--- src/rtl/tratador_eventos_if.sv ---
// Bundle between the code-sequence FSM (master) and the event handler (slave):
// the state code goes in, the indications and status flags come back.
interface tratador_eventos_if;
   logic [3:0] estado;
   logic       led_acao;
   logic       led_hora;
   logic       alarme;
   logic       bloqueio;
   logic [2:0] falhas;
   logic       evento;
   logic [1:0] cod_evento;
   logic       cod_invalido;

   modport master (
      output estado,
      input  led_acao, led_hora, alarme, bloqueio, falhas, evento, cod_evento, cod_invalido
   );

   modport slave (
      input  estado,
      output led_acao, led_hora, alarme, bloqueio, falhas, evento, cod_evento, cod_invalido
   );
endinterface

--- src/rtl/tratador_eventos.sv ---
// Event handler: turns terminal codes of the upstream FSM into timed acao/hora/alarm
// indications, counts consecutive failures and locks out after MAX_FALHAS of them.
module tratador_eventos #(
   parameter int T_PULSO    = 8,
   parameter int T_BLOQ     = 16,
   parameter int MAX_FALHAS = 3
) (
   input  logic               clk,
   input  logic               res,
   tratador_eventos_if.slave  bus
);
   localparam int T_MAX = (T_PULSO > T_BLOQ) ? T_PULSO : T_BLOQ;
   localparam int CW    = $clog2(T_MAX + 1);

   typedef enum logic [2:0] {
      OCIOSO     = 3'd0,
      ACAO_ATIVA = 3'd1,
      HORA_ATIVA = 3'd2,
      ALARME     = 3'd3,
      BLOQUEIO   = 3'd4
   } fsm_t;

   fsm_t          state_reg, state_next;
   logic [CW-1:0] cnt_reg, cnt_next;
   logic [3:0]    est_q;
   logic [2:0]    falhas_reg, falhas_next, falhas_inc;
   logic [1:0]    cod_reg, cod_next;
   logic          evento_reg, evento_next;
   logic          invalido_reg;
   logic          led_acao_reg, led_acao_next;
   logic          led_hora_reg, led_hora_next;
   logic          alarme_reg, alarme_next;
   logic          bloqueio_reg, bloqueio_next;
   logic          terminal, invalido, entrada;

   assign terminal   = bus.estado inside {4'b1000, 4'b1001, 4'b1010};
   assign invalido   = bus.estado inside {4'b0110, 4'b0111, [4'b1011:4'b1111]};
   assign entrada    = terminal && (bus.estado != est_q);
   assign falhas_inc = (falhas_reg == 3'd7) ? 3'd7 : falhas_reg + 3'd1;

   // State register plus the registered copies of every output
   always_ff @(posedge clk or negedge res) begin
      if (!res) begin
         state_reg    <= OCIOSO;
         cnt_reg      <= '0;
         est_q        <= 4'b0000;
         falhas_reg   <= 3'b000;
         cod_reg      <= 2'b00;
         evento_reg   <= 1'b0;
         invalido_reg <= 1'b0;
         led_acao_reg <= 1'b0;
         led_hora_reg <= 1'b0;
         alarme_reg   <= 1'b0;
         bloqueio_reg <= 1'b0;
      end else begin
         state_reg    <= state_next;
         cnt_reg      <= cnt_next;
         est_q        <= bus.estado;
         falhas_reg   <= falhas_next;
         cod_reg      <= cod_next;
         evento_reg   <= evento_next;
         invalido_reg <= invalido_reg | invalido;
         led_acao_reg <= led_acao_next;
         led_hora_reg <= led_hora_next;
         alarme_reg   <= alarme_next;
         bloqueio_reg <= bloqueio_next;
      end
   end

   // Entries are only honoured in OCIOSO; an active indication ignores them until expiry
   always_comb begin
      state_next  = state_reg;
      cnt_next    = cnt_reg;
      falhas_next = falhas_reg;
      cod_next    = cod_reg;
      evento_next = 1'b0;
      case (state_reg)
         OCIOSO: begin
            if (entrada) begin
               evento_next = 1'b1;
               case (bus.estado)
                  4'b1001: begin
                     state_next  = ACAO_ATIVA;
                     cnt_next    = CW'(T_PULSO);
                     falhas_next = 3'd0;
                     cod_next    = 2'b01;
                  end
                  4'b1010: begin
                     state_next  = HORA_ATIVA;
                     cnt_next    = CW'(T_PULSO);
                     falhas_next = 3'd0;
                     cod_next    = 2'b10;
                  end
                  default: begin
                     falhas_next = falhas_inc;
                     cod_next    = 2'b11;
                     if (32'(falhas_inc) >= MAX_FALHAS) begin
                        state_next = BLOQUEIO;
                        cnt_next   = CW'(T_BLOQ);
                     end else begin
                        state_next = ALARME;
                        cnt_next   = CW'(T_PULSO);
                     end
                  end
               endcase
            end
         end
         default: begin
            if (cnt_reg <= CW'(1)) begin
               state_next = OCIOSO;
               cnt_next   = '0;
               if (state_reg == BLOQUEIO)
                  falhas_next = 3'd0;
            end else begin
               cnt_next = cnt_reg - CW'(1);
            end
         end
      endcase
   end

   // Decoded from the next state so the registered lamps line up with the state itself
   always_comb begin
      led_acao_next = (state_next == ACAO_ATIVA);
      led_hora_next = (state_next == HORA_ATIVA);
      alarme_next   = (state_next == ALARME) || (state_next == BLOQUEIO);
      bloqueio_next = (state_next == BLOQUEIO);
   end

   assign bus.led_acao     = led_acao_reg;
   assign bus.led_hora     = led_hora_reg;
   assign bus.alarme       = alarme_reg;
   assign bus.bloqueio     = bloqueio_reg;
   assign bus.falhas       = falhas_reg;
   assign bus.evento       = evento_reg;
   assign bus.cod_evento   = cod_reg;
   assign bus.cod_invalido = invalido_reg;
endmodule

--- src/flat_wrapper.sv ---
// flat-port wrapper written by rule: the top's interface ports become plain ports
module tratador_eventos_flat 
#(
   parameter int T_PULSO    = 8,
   parameter int T_BLOQ     = 16,
   parameter int MAX_FALHAS = 3
)
  (clk, res, bus_estado, bus_led_acao, bus_led_hora, bus_alarme, bus_bloqueio, bus_falhas, bus_evento, bus_cod_evento, bus_cod_invalido);
  tratador_eventos_if bus_i ();
  input  logic clk;
  input  logic res;
  input wire logic [$bits(bus_i.estado)-1:0] bus_estado;
  output wire logic [$bits(bus_i.led_acao)-1:0] bus_led_acao;
  output wire logic [$bits(bus_i.led_hora)-1:0] bus_led_hora;
  output wire logic [$bits(bus_i.alarme)-1:0] bus_alarme;
  output wire logic [$bits(bus_i.bloqueio)-1:0] bus_bloqueio;
  output wire logic [$bits(bus_i.falhas)-1:0] bus_falhas;
  output wire logic [$bits(bus_i.evento)-1:0] bus_evento;
  output wire logic [$bits(bus_i.cod_evento)-1:0] bus_cod_evento;
  output wire logic [$bits(bus_i.cod_invalido)-1:0] bus_cod_invalido;
  assign bus_i.estado = bus_estado;
  assign bus_led_acao = bus_i.led_acao;
  assign bus_led_hora = bus_i.led_hora;
  assign bus_alarme = bus_i.alarme;
  assign bus_bloqueio = bus_i.bloqueio;
  assign bus_falhas = bus_i.falhas;
  assign bus_evento = bus_i.evento;
  assign bus_cod_evento = bus_i.cod_evento;
  assign bus_cod_invalido = bus_i.cod_invalido;
  tratador_eventos #(.T_PULSO(T_PULSO), .T_BLOQ(T_BLOQ), .MAX_FALHAS(MAX_FALHAS)) u_core (.clk(clk), .res(res), .bus(bus_i));
endmodule
--- config.mk ---
export PLATFORM = sky130hd
export DESIGN_NAME = tratador_eventos_flat
export DESIGN_NICKNAME = d
export VERILOG_FILES = /design/src/rtl/tratador_eventos_if.sv /design/src/rtl/tratador_eventos.sv /design/src/flat_wrapper.sv
export SDC_FILE = /design/constraint.sdc
export NUM_CORES = 1
export LEC_CHECK = 0
export CORE_MARGIN = 10
export CORE_UTILIZATION = 30
export CTS_CLUSTER_SIZE = 30
export DETAILED_ROUTE_END_ITERATION = 10
export DONT_BUFFER_PORTS = 1
export PLACE_DENSITY = 0.52
export REMOVE_ABC_BUFFERS = 1
export SLEW_MARGIN = 20
export SYNTH_ARGS = -nofsm -noshare
export SYNTH_HDL_FRONTEND = slang
export SYNTH_SLANG_ARGS = --single-unit
--- constraint.sdc ---
create_clock -name clk -period 2.25 [get_ports clk]
set_input_delay 0.45 -clock clk [delete_from_list [all_inputs] [get_ports clk]]
set_output_delay 0.45 -clock clk [all_outputs]
set_load 0.005 [all_outputs]
==> out/results.md, run 1 <==
| Parameter | This run |
| --- | --- |
| Run status | finished, final reports clean |
| Final worst clock skew | 0.00292 ns |
| Unrepaired setup endpoints after global routing | no |
| Critical Path End Type | register |
| Total placed instance area | 0.00120 mm² |
| Die Width | 81.9 µm |
| Total length of routed wires | 2330 µm |
| Post-route clock period utilization | 84.0% |
| Number of maximum-capacitance constraint violations | 0 |
| Num CTS Buffers | 3 |
| Power density relative to cell area | 1220 mW/mm² |
| Leak pwr | 0.547 nW |
| Post-synthesis instance area | 0.00115 mm² |
| Wire length of the first global-routing pass | 4000 µm |
| Worst-case clock buffer depth | 2 |
| Sinks on Clock Net | 23 |
| H-tree levels | 1 |
| Final HPWL from detailed placement | 1780 µm |
| Worst r2r src | u_core.cnt_reg[1] |
| Arrival time at the worst endpoint | 2.08 ns |
| Count of endpoints failing hold in the final timing report | 0 |
| Most common flop cell mapped by yosys | sky130_fd_sc_hd__dfrtp_1 |
| Mean routed wirelength per cell | 14.9 µm |
| Area share of the leading cell type in the synthesized netlist | 50.1% |
| Pin count of the biggest net entering global routing | 24 |
| Synthesis Warnings | 0 |
| Clock tree from TritonCTS | yes |
| Count of buffers added by post-CTS timing repair for setup | 0 |
| Number of enable flip-flop cells after synthesis | 0 |
| Die Span Y | 81.9 µm |
| Flops & latches, synth | 23 |
| Final Slew Violations | 0 |
| Most common cell after layout, fill and taps aside | sky130_fd_sc_hd__dfrtp_1 |
| Sum of internal, switching and leakage power | 0.00152 W |
| Flop-to-flop setup slack | 0.36 ns |
| Std-Cell Rows | 22 |
| Data required time at the worst endpoint | 2.43 ns |
| Peak supply drop | 0.547 mV |
| Highest clock rate | 529 MHz |
| Final Setup Violations | 0 |
| # resized after CTS | 0 |
| Pin slew with the least headroom to its limit | 0.605 ns |
| Total Die Area | 0.00671 mm² |
| Type of the worst setup path | reg2reg |
| Ratio of cells with drive above 1 in the final layout | 11.9% |
| Library cell used as clock root buffer | sky130_fd_sc_hd__clkbuf_8 |
| Sequential share of the synthesized area | 50.1% |
| Post-synthesis area per instance | 10.8 µm² |
| Cell taking the most area after synthesis | sky130_fd_sc_hd__dfrtp_1 |
| Overflow left after global routing | 0 |
| Via count normalized by instance count | 5.15 |
| Antenna Nets Post-Route | 0 |
| Detailed-routing iteration count for the pre-antenna-repair pass | 4 |
| Placeable Area | 0.00369 mm² |
| Number of flip-flops in the largest register | 5 |
| Total via count after detailed routing | 809 |
| Global router's overall resource usage | 7.66% |
| R2R depth | 6 |
| Relative slew margins | 59.2% |
| Launching element type of the critical path | register |
| Weighted congestion at the end of routability-driven global placement | 0.747 |
| Proportion of synthesized flip-flops having asynchronous set or reset | 100% |
| Final worst path period need | 1.89 ns |
| Area added between synthesis and finish | 8.71% |
| Cell types occupying the most area after synthesis | sky130_fd_sc_hd__dfrtp_1 (50%), sky130_fd_sc_hd__nand2_1 (3.9%), sky130_fd_sc_hd__o31ai_4 (3.7%), sky130_fd_sc_hd__ha_1 (3.3%), sky130_fd_sc_hd__a21oi_1 (3.0%) |
| Starting DRT DRC Count | 61 |
| Total negative slack | 0 ns |
| Ant diodes | 0 |
| Count of buffers from port buffering | 0 |
| Initial antenna violation count | 0 |
| Number of placed I/O pins | 17 |
| Post-synthesis instance total | 106 |
| Number of global-route vias before repair | 819 |
| Leading cell types in the layout, fill and taps excluded | sky130_fd_sc_hd__dfrtp_1 (23), sky130_fd_sc_hd__nand2_1 (12), sky130_fd_sc_hd__nor2_1 (9) |
| Initial Utilization | 31.2% |
| Kind of path behind the tightest hold check | in2async |
| End of the worst register-to-register path | u_core.cnt_reg[4] |
| Final Instance Area | 0.00125 mm² |
| Clock latency at the later pin of the worst-skew pair | 0.26 ns |
| Post-route DRC violation count | 0 |
| Clock-pin slew on the worst setup and hold paths | 0.08 ns |
| Count of different cell masters after synthesis | 41 |
| Maximum fanout along the worst path | 6 |
| Number of nets at the end of the flow | 119 |
## synth_stat cells, types with 2 or more instances
| cell | n |
|---|---|
| sky130_fd_sc_hd__a31oi_1 | 3 |
| sky130_fd_sc_hd__o21ai_0 | 4 |
| sky130_fd_sc_hd__o31ai_4 | 2 |
| sky130_fd_sc_hd__nand4_1 | 2 |
| sky130_fd_sc_hd__nor3b_1 | 2 |
| sky130_fd_sc_hd__dfrtp_1 | 23 |
| sky130_fd_sc_hd__inv_1 | 3 |
| sky130_fd_sc_hd__and3_1 | 2 |
| sky130_fd_sc_hd__nand2_1 | 12 |
| sky130_fd_sc_hd__buf_2 | 2 |
| sky130_fd_sc_hd__ha_1 | 3 |
| sky130_fd_sc_hd__xnor2_1 | 4 |
| sky130_fd_sc_hd__nor2_1 | 9 |
| sky130_fd_sc_hd__a21oi_1 | 7 |
| sky130_fd_sc_hd__mux2_1 | 2 |
## power breakdown
group          internal [W]  total, W  leakage (nW)  switching [W]
sequential         0.000547  0.000691         0.280       0.000144
combinational      0.000246  0.000576         0.244       0.000330
clock              0.000126  0.000252        0.0228       0.000126
total              0.000920   0.00152         0.547       0.000600
## critical path, stage by stage, from the launching register on
cell and delay [ns]:
sky130_fd_sc_hd__dfrtp_1 0.37, sky130_fd_sc_hd__inv_1 0.08, sky130_fd_sc_hd__ha_1 0.20, sky130_fd_sc_hd__o21ai_0 0.51, sky130_fd_sc_hd__nand2_1 0.22, sky130_fd_sc_hd__o211a_1 0.26
sky130_fd_sc_hd__o21ai_0 0.16
## logic make-up after synthesis
logic type	Yosys count	synth area share, %
AND/OR/NAND/NOR	37	17.7
adder cells (fa/ha/maj)	3	3.26
XOR/XNOR	5	3.81
buffers and inverters	5	1.85
flip-flops	23	50.1
multiplexers	4	3.81
AO/OA/AOI/OAI	29	19.5
## per-stage QoR
stage	util, %	std cells	hold slack, ns	setup WS (ns)
after floorplan	-	104	0.154	0.650
after global placement	32.5	152	0.156	0.497
after detailed placement	32.5	152	0.156	0.354
after CTS	34.0	157	0.201	0.378
after global routing	33.9	157	0.176	0.207
final	33.9	157	0.147	0.360
## worst max-delay path by stage
stage	startpoint	end	slack [ns]	depth (start not counted)
4_1_cts	u_core.cnt_reg[1]	u_core.cnt_reg[4]	0.38	6
3_3_place_gp	u_core.cnt_reg[1]	u_core.bus.alarme	0.50	6
2_1_floorplan	u_core.cnt_reg[0]	u_core.cnt_reg[4]	0.65	5
6_report	u_core.cnt_reg[1]	u_core.cnt_reg[4]	0.36	6
5_1_grt	u_core.cnt_reg[1]	u_core.cnt_reg[4]	0.21	6
3_5_place_dp	u_core.cnt_reg[1]	u_core.cnt_reg[4]	0.35	6
## timing repair
item | CTS | global route
hold buffers | 1 | 0
hold endpoints to repair | 23 | 0
endpoints found under the setup margin | 0 | 0
## per-layer routing
metal | track usage (%) | wire, µm | vias to the layer above
met5 | 0 | 0 | -
met1 | 9.57 | 1050 | 391
met4 | 2.55 | 27 | 0
li1 | - | - | 392
met2 | 11.1 | 1040 | 22
met3 | 3.93 | 209 | 4
## cell type report
| type | count | area [µm²] |
|---|---|---|
| sequential | 23 | 576 |
| timing repair buffer | 1 | 5.00 |
| clock buffer | 4 | 45.0 |
| tap | 48 | 60.1 |
| inverter | 3 | 11.3 |
| fill | 382 | 2440 |
| multi-input combinational | 78 | 553 |
Power figures use the tool's default switching activity.
==> run 2: changes to the inputs <==
==> constraint.sdc (replaced) <==
create_clock -name clk -period 2 [get_ports clk]
set_input_delay 0.4 -clock clk [delete_from_list [all_inputs] [get_ports clk]]
set_output_delay 0.4 -clock clk [all_outputs]
set_load 0.005 [all_outputs]
==> run 2 against run 1 <==
Non-clock buffer count rose by 1. Largest cell class unchanged. Sequential cell count did not move. Die area unchanged. Cell area is 0.60% higher. Sequential share of layout area fell by 0.28 points. Routed wire length shrank 1.4%. Clock power increased by 13%.
==> out/results.md, run 2 (synthesis results as in run 1) <==
| Parameter | This run | vs previous |
| --- | --- | --- |
| Run status | finished, final reports clean | unchanged |
| Weighted congestion at the end of routability-driven global placement | 0.767 | was 0.747 |
| Antenna Nets Post-Route | 0 | unchanged |
| Die Width | 81.9 µm | unchanged |
| Count of endpoints failing hold in the final timing report | 0 | unchanged |
| Post-route DRC violation count | 0 | unchanged |
| Kind of path behind the tightest hold check | in2async | unchanged |
| Total length of routed wires | 2300 µm | was 2330 µm |
| Share of the core filled with cells | 34.1% | was 33.9% |
| Count of buffers from port buffering | 0 | unchanged |
| Leak pwr | 0.551 nW | was 0.547 nW |
| Fillers | 390 | was 382 |
| Number of maximum-capacitance constraint violations | 0 | unchanged |
| Arrival time at the worst endpoint | 1.88 ns | was 2.08 ns |
| Final worst path period need | 1.71 ns | was 1.89 ns |
| Number of global-route vias before repair | 839 | was 819 |
| Launching element type of the critical path | register | unchanged |
| Final Instance Area | 0.00126 mm² | was 0.00125 mm² |
| Num CTS Buffers | 3 | unchanged |
| Highest clock rate | 586 MHz | was 529 MHz |
| Final worst clock skew | 0.00308 ns | was 0.00292 ns |
| Via count normalized by instance count | 5.07 | was 5.15 |
| Relative slew margins | 65.7% | was 59.2% |
| Clock tree from TritonCTS | yes | unchanged |
| Std-Cell Rows | 22 | unchanged |
| Leading cell types in the layout, fill and taps excluded | sky130_fd_sc_hd__dfrtp_1 (23), sky130_fd_sc_hd__nand2_1 (12), sky130_fd_sc_hd__nor2_1 (9) | unchanged |
| Pin count of the biggest net entering global routing | 24 | unchanged |
| Type of the worst setup path | reg2reg | unchanged |
| Pin slew with the least headroom to its limit | 0.514 ns | was 0.605 ns |
| Global router's overall resource usage | 7.46% | was 7.66% |
| # resized after CTS | 0 | unchanged |
| Area added between synthesis and finish | 9.36% | was 8.71% |
| Most common cell after layout, fill and taps aside | sky130_fd_sc_hd__dfrtp_1 | unchanged |
| Post-route clock period utilization | 85.3% | was 84.0% |
| Worst-case clock buffer depth | 2 | unchanged |
| Total negative slack | 0 ns | unchanged |
| Mean routed wirelength per cell | 14.6 µm | was 14.9 µm |
| Number of nets at the end of the flow | 120 | was 119 |
| Sinks on Clock Net | 23 | unchanged |
| Peak supply drop | 0.600 mV | was 0.547 mV |
| Sequential cell area | 576 µm² | unchanged |
| Number of flip-flops in the largest register | 5 | unchanged |
| Final Slew Violations | 0 | unchanged |
| Starting DRT DRC Count | 37 | was 61 |
| Critical Path End Type | register | unchanged |
| Total placed instance area | 0.00121 mm² | was 0.00120 mm² |
| Overflow left after global routing | 0 | unchanged |
| Flop-to-flop setup slack | 0.29 ns | was 0.36 ns |
| Unrepaired setup endpoints after global routing | no | unchanged |
| Clock latency at the later pin of the worst-skew pair | 0.26 ns | about the same |
| H-tree levels | 1 | unchanged |
| End of the worst register-to-register path | u_core.bus.led_acao | was u_core.cnt_reg[4] |
| Multi-input gate area | 553 µm² | unchanged |
| Final HPWL from detailed placement | 1750 µm | was 1780 µm |
| Total via count after detailed routing | 801 | was 809 |
| Die Span Y | 81.9 µm | unchanged |
| Number of placed I/O pins | 17 | unchanged |
| Power density relative to cell area | 1360 mW/mm² | was 1220 mW/mm² |
| Wire length of the first global-routing pass | 3980 µm | was 4000 µm |
| Count of buffers added by post-CTS timing repair for setup | 0 | unchanged |
| Clock-pin slew on the worst setup and hold paths | 0.08 ns | about the same |
| Worst r2r src | u_core.bus.falhas[1] | was u_core.cnt_reg[1] |
| Data required time at the worst endpoint | 2.18 ns | was 2.43 ns |
| Initial antenna violation count | 0 | unchanged |
| Ant diodes | 0 | unchanged |
| Total Die Area | 0.00671 mm² | unchanged |
| Final Setup Violations | 0 | unchanged |
| Ratio of cells with drive above 1 in the final layout | 12.7% | was 11.9% |
| R2R depth | 5 | was 6 |
| Placeable Area | 0.00369 mm² | unchanged |
| Maximum fanout along the worst path | 5 | was 6 |
| Initial Utilization | 31.2% | unchanged |
| Library cell used as clock root buffer | sky130_fd_sc_hd__clkbuf_8 | unchanged |
| Detailed-routing iteration count for the pre-antenna-repair pass | 4 | unchanged |
[run 2: changes by cell type in the layout (fill, tap and decap cells not counted)]
cell and delta:
sky130_fd_sc_hd__buf_4 +1
[run 2: worst max path at each step]
stage / slack, ns / cells past startpoint / endpoint / from
detailed placement: 0.32 / 5 / u_core.bus.led_acao / u_core.bus.falhas[2]
global route: 0.15 / 5 / u_core.bus.alarme / u_core.state_reg[1]
global placement: 0.31 / 5 / u_core.bus.alarme / u_core.state_reg[1]
floorplan: 0.40 / 5 / u_core.cnt_reg[4] / u_core.cnt_reg[0]
CTS: 0.30 / 5 / u_core.bus.led_acao / u_core.bus.falhas[2]
finish: 0.29 / 5 / u_core.bus.led_acao / u_core.bus.falhas[1]
[run 2: area by class of cell]
type	count	share of cell area [%]
clock buffers	4	3.58
inverters	3	0.896
multi-input cells	78	44.0
flip-flops and latches	23	45.8
well taps	48	4.78
repair buffers	2	0.995
[run 2: timing repair]
action                     CTS  global route
hold endpoints to repair    23             0
setup endpoints to repair    0             0
hold buffers                 1             0
[run 2: routing by layer]
| metal | vias up | wire [µm] | share of wire (%) | track usage [%] |
|---|---|---|---|---|
| met5 | - | 0 | 0 | 0 |
| met2 | 15 | 1050 | 46 | 11.8 |
| met3 | 2 | 192 | 8.3 | 3.93 |
| li1 | 394 | - | - | - |
| met4 | 0 | 13 | 0.56 | 1.53 |
| met1 | 390 | 1050 | 46 | 8.82 |
[run 2: where the power goes]
part / internal [W] / total [W] / leakage [nW] / switching (W)
registers: 0.000616 / 0.000776 / 0.280 / 0.000161
clock network: 0.000142 / 0.000284 / 0.0228 / 0.000142
logic: 0.000281 / 0.000645 / 0.249 / 0.000364
[run 2: critical path, cell delays in order (launching register included)]
cell,delay (ns)
sky130_fd_sc_hd__dfrtp_1,0.44
sky130_fd_sc_hd__or2_2,0.34
sky130_fd_sc_hd__o21ai_0,0.27
sky130_fd_sc_hd__nand4_1,0.18
sky130_fd_sc_hd__nand2_1,0.19
sky130_fd_sc_hd__nor3b_1,0.20
[run 2: metrics by stage]
| stage | hold WS, ns | setup slack [ns] | total power (W) | std cells |
|---|---|---|---|---|
| finish | 0.102 | 0.293 | 0.00170 | 158 |
| global route | 0.138 | 0.146 | 0.00187 | 158 |
| CTS | 0.153 | 0.299 | 0.00174 | 158 |
| detailed placement | 0.106 | 0.324 | 0.00143 | 153 |
| global placement | 0.106 | 0.310 | 0.00142 | 153 |
| floorplan | 0.104 | 0.400 | 0.00127 | 104 |
==> run 3: changes to the inputs <==
--- a/config.mk
+++ b/config.mk
@@ -10,6 +10,7 @@
 export CTS_CLUSTER_SIZE = 30
 export DETAILED_ROUTE_END_ITERATION = 10
 export DONT_BUFFER_PORTS = 1
+export MAX_ROUTING_LAYER = met4
 export PLACE_DENSITY = 0.52
 export REMOVE_ABC_BUFFERS = 1
 export SLEW_MARGIN = 20
==> run 3 against run 2 <==
Via count decreased by 0.25%. Utilization unchanged. Register-to-register slack about the same. Sequential cell count unchanged. First-iteration DRC count decreased by 5.4%. Hold slack improved by 0.0014 ns. Sequential power about the same. Clock skew about the same. Combinational power about the same. Critical path depth unchanged. Final cell count unchanged. Routed wire length increased by 0.74%.
==> out/results.md, run 3 (synthesis results as in run 1) <==
| Parameter | This run | vs previous |
| --- | --- | --- |
| Run status | finished, final reports clean | unchanged |
| Number of global-route vias before repair | 840 | was 839 |
| Kind of path behind the tightest hold check | in2async | unchanged |
| Share of the core filled with cells | 34.1% | unchanged |
| Initial Utilization | 31.2% | unchanged |
| Largest incremental delay on the critical path | 0.44 ns | about the same |
| Std-Cell Rows | 22 | unchanged |
| R2R depth | 5 | unchanged |
| Crit path max-delay family | simple AND/OR/NAND/NOR gates | unchanged |
| Sequential cell area | 576 µm² | unchanged |
| Placed instance count | 153 | unchanged |
| Arrival time at the worst endpoint | 1.88 ns | about the same |
| Placeable Area | 0.00369 mm² | unchanged |
| Antenna Nets Post-Route | 0 | unchanged |
| Post-route DRC violation count | 0 | unchanged |
| Clock-pin slew on the worst setup and hold paths | 0.08 ns | about the same |
| Critical Path End Type | register | unchanged |
| Area added between synthesis and finish | 9.36% | unchanged |
| Starting DRT DRC Count | 35 | was 37 |
| Final worst path period need | 1.71 ns | about the same |
| Number of placed I/O pins | 17 | unchanged |
| Via count normalized by instance count | 5.06 | was 5.07 |
| Die Width | 81.9 µm | unchanged |
| Total Die Area | 0.00671 mm² | unchanged |
| End of the worst register-to-register path | u_core.bus.led_acao | unchanged |
| Clock tree from TritonCTS | yes | unchanged |
| Data required time at the worst endpoint | 2.18 ns | about the same |
| Most common cell after layout, fill and taps aside | sky130_fd_sc_hd__dfrtp_1 | unchanged |
| Worst-case clock buffer depth | 2 | unchanged |
| Number of flip-flops in the largest register | 5 | unchanged |
| Peak supply drop | 0.601 mV | was 0.600 mV |
| Library cell used as clock root buffer | sky130_fd_sc_hd__clkbuf_8 | unchanged |
| Initial antenna violation count | 0 | unchanged |
| Wire length of the first global-routing pass | 3990 µm | was 3980 µm |
| Pin count of the biggest net entering global routing | 24 | unchanged |
| Total placed instance area | 0.00121 mm² | unchanged |
| Number of nets at the end of the flow | 120 | unchanged |
| Maximum fanout along the worst path | 5 | unchanged |
| Final Setup Violations | 0 | unchanged |
| Fin cells | 158 | unchanged |
| Weighted congestion at the end of routability-driven global placement | 0.778 | was 0.767 |
| Detailed-routing iteration count for the pre-antenna-repair pass | 4 | unchanged |
| Ant diodes | 0 | unchanged |
| Pin slew with the least headroom to its limit | 0.517 ns | was 0.514 ns |
| Flop-to-flop setup slack | 0.29 ns | about the same |
| Final Slew Violations | 0 | unchanged |
| Die Span Y | 81.9 µm | unchanged |
| Multi-input gate area | 553 µm² | unchanged |
| Global router's overall resource usage | 7.71% | was 7.46% |
| Leak pwr | 0.551 nW | unchanged |
| CP Cell Sequence | or2_2 -> o21ai_0 -> nand4_1 -> nand2_1 -> nor3b_1 | unchanged |
| Final Instance Area | 0.00126 mm² | unchanged |
| Mean routed wirelength per cell | 14.7 µm | was 14.6 µm |
| # resized after CTS | 0 | unchanged |
| Crit-path slowest cell | sky130_fd_sc_hd__dfrtp_1 | unchanged |
| Clock latency at the later pin of the worst-skew pair | 0.26 ns | about the same |
| Number of maximum-capacitance constraint violations | 0 | unchanged |
| Worst r2r src | u_core.bus.falhas[1] | unchanged |
| Highest clock rate | 586 MHz | about the same |
| Fillers | 390 | unchanged |
| Post-route clock period utilization | 85.3% | about the same |
| Total via count after detailed routing | 799 | was 801 |
| Total length of routed wires | 2320 µm | was 2300 µm |
| Launching element type of the critical path | register | unchanged |
| Count of buffers from port buffering | 0 | unchanged |
| Leading cell types in the layout, fill and taps excluded | sky130_fd_sc_hd__dfrtp_1 (23), sky130_fd_sc_hd__nand2_1 (12), sky130_fd_sc_hd__nor2_1 (9) | unchanged |
| Overflow left after global routing | 0 | unchanged |
| Final worst clock skew | 0.00299 ns | was 0.00308 ns |
| H-tree levels | 1 | unchanged |
| Sum of internal, switching and leakage power | 0.00171 W | was 0.00170 W |
| Count of buffers added by post-CTS timing repair for setup | 0 | unchanged |
| Final HPWL from detailed placement | 1750 µm | unchanged |
| Ratio of cells with drive above 1 in the final layout | 12.7% | unchanged |
| Sum of buffers and inverters on the critical path | 0 | unchanged |
| Total negative slack | 0 ns | unchanged |
| Num CTS Buffers | 3 | unchanged |
| Sinks on Clock Net | 23 | unchanged |
| Type of the worst setup path | reg2reg | unchanged |
| Power density relative to cell area | 1360 mW/mm² | about the same |
| Count of endpoints failing hold in the final timing report | 0 | unchanged |
| Relative slew margins | 65.5% | was 65.7% |
| Unrepaired setup endpoints after global routing | no | unchanged |
==> run 3: area by class of cell <==
type | count | area share (%)
timing repair buffer | 2 | 0.995
sequential | 23 | 45.8
tap | 48 | 4.78
inverter | 3 | 0.896
multi-input combinational | 78 | 44.0
clock buffer | 4 | 3.58
==> run 3: how the worst max path moves through the flow <==
stage | from | endpoint | depth (start not counted)
2_1_floorplan | u_core.cnt_reg[0] | u_core.cnt_reg[4] | 5
3_3_place_gp | u_core.state_reg[1] | u_core.bus.alarme | 5
3_5_place_dp | u_core.bus.falhas[2] | u_core.bus.led_acao | 5
4_1_cts | u_core.bus.falhas[2] | u_core.bus.led_acao | 5
5_1_grt | u_core.state_reg[1] | u_core.bus.alarme | 5
6_report | u_core.bus.falhas[1] | u_core.bus.led_acao | 5
==> run 3: power by group <==
group	leakage, nW	internal [W]	total (W)	switching, W
Combinational	0.249	0.000281	0.000645	0.000365
Sequential	0.280	0.000616	0.000777	0.000162
Clock	0.0228	0.000142	0.000284	0.000142
==> run 3: per-layer routing <==
metal | wire (µm) | vias up | track usage, %
met5 | 0 | - | -
met4 | 0 | 0 | 1.53
met3 | 192 | 0 | 3.93
met2 | 1050 | 15 | 11.8
met1 | 1070 | 391 | 8.88
li1 | - | 393 | -
==> run 3: per-stage QoR <==
stage / hold slack [ns] / setup WS, ns
after global placement: 0.106 / 0.310
after CTS: 0.153 / 0.299
after floorplan: 0.104 / 0.400
final: 0.103 / 0.294
after global routing: 0.138 / 0.146
after detailed placement: 0.106 / 0.324
==> run 3: repair_timing <==
action	4_1_cts	5_1_grt
hold endpoints to repair	23	0
hold buffers	1	0
endpoints found under the setup margin	0	0
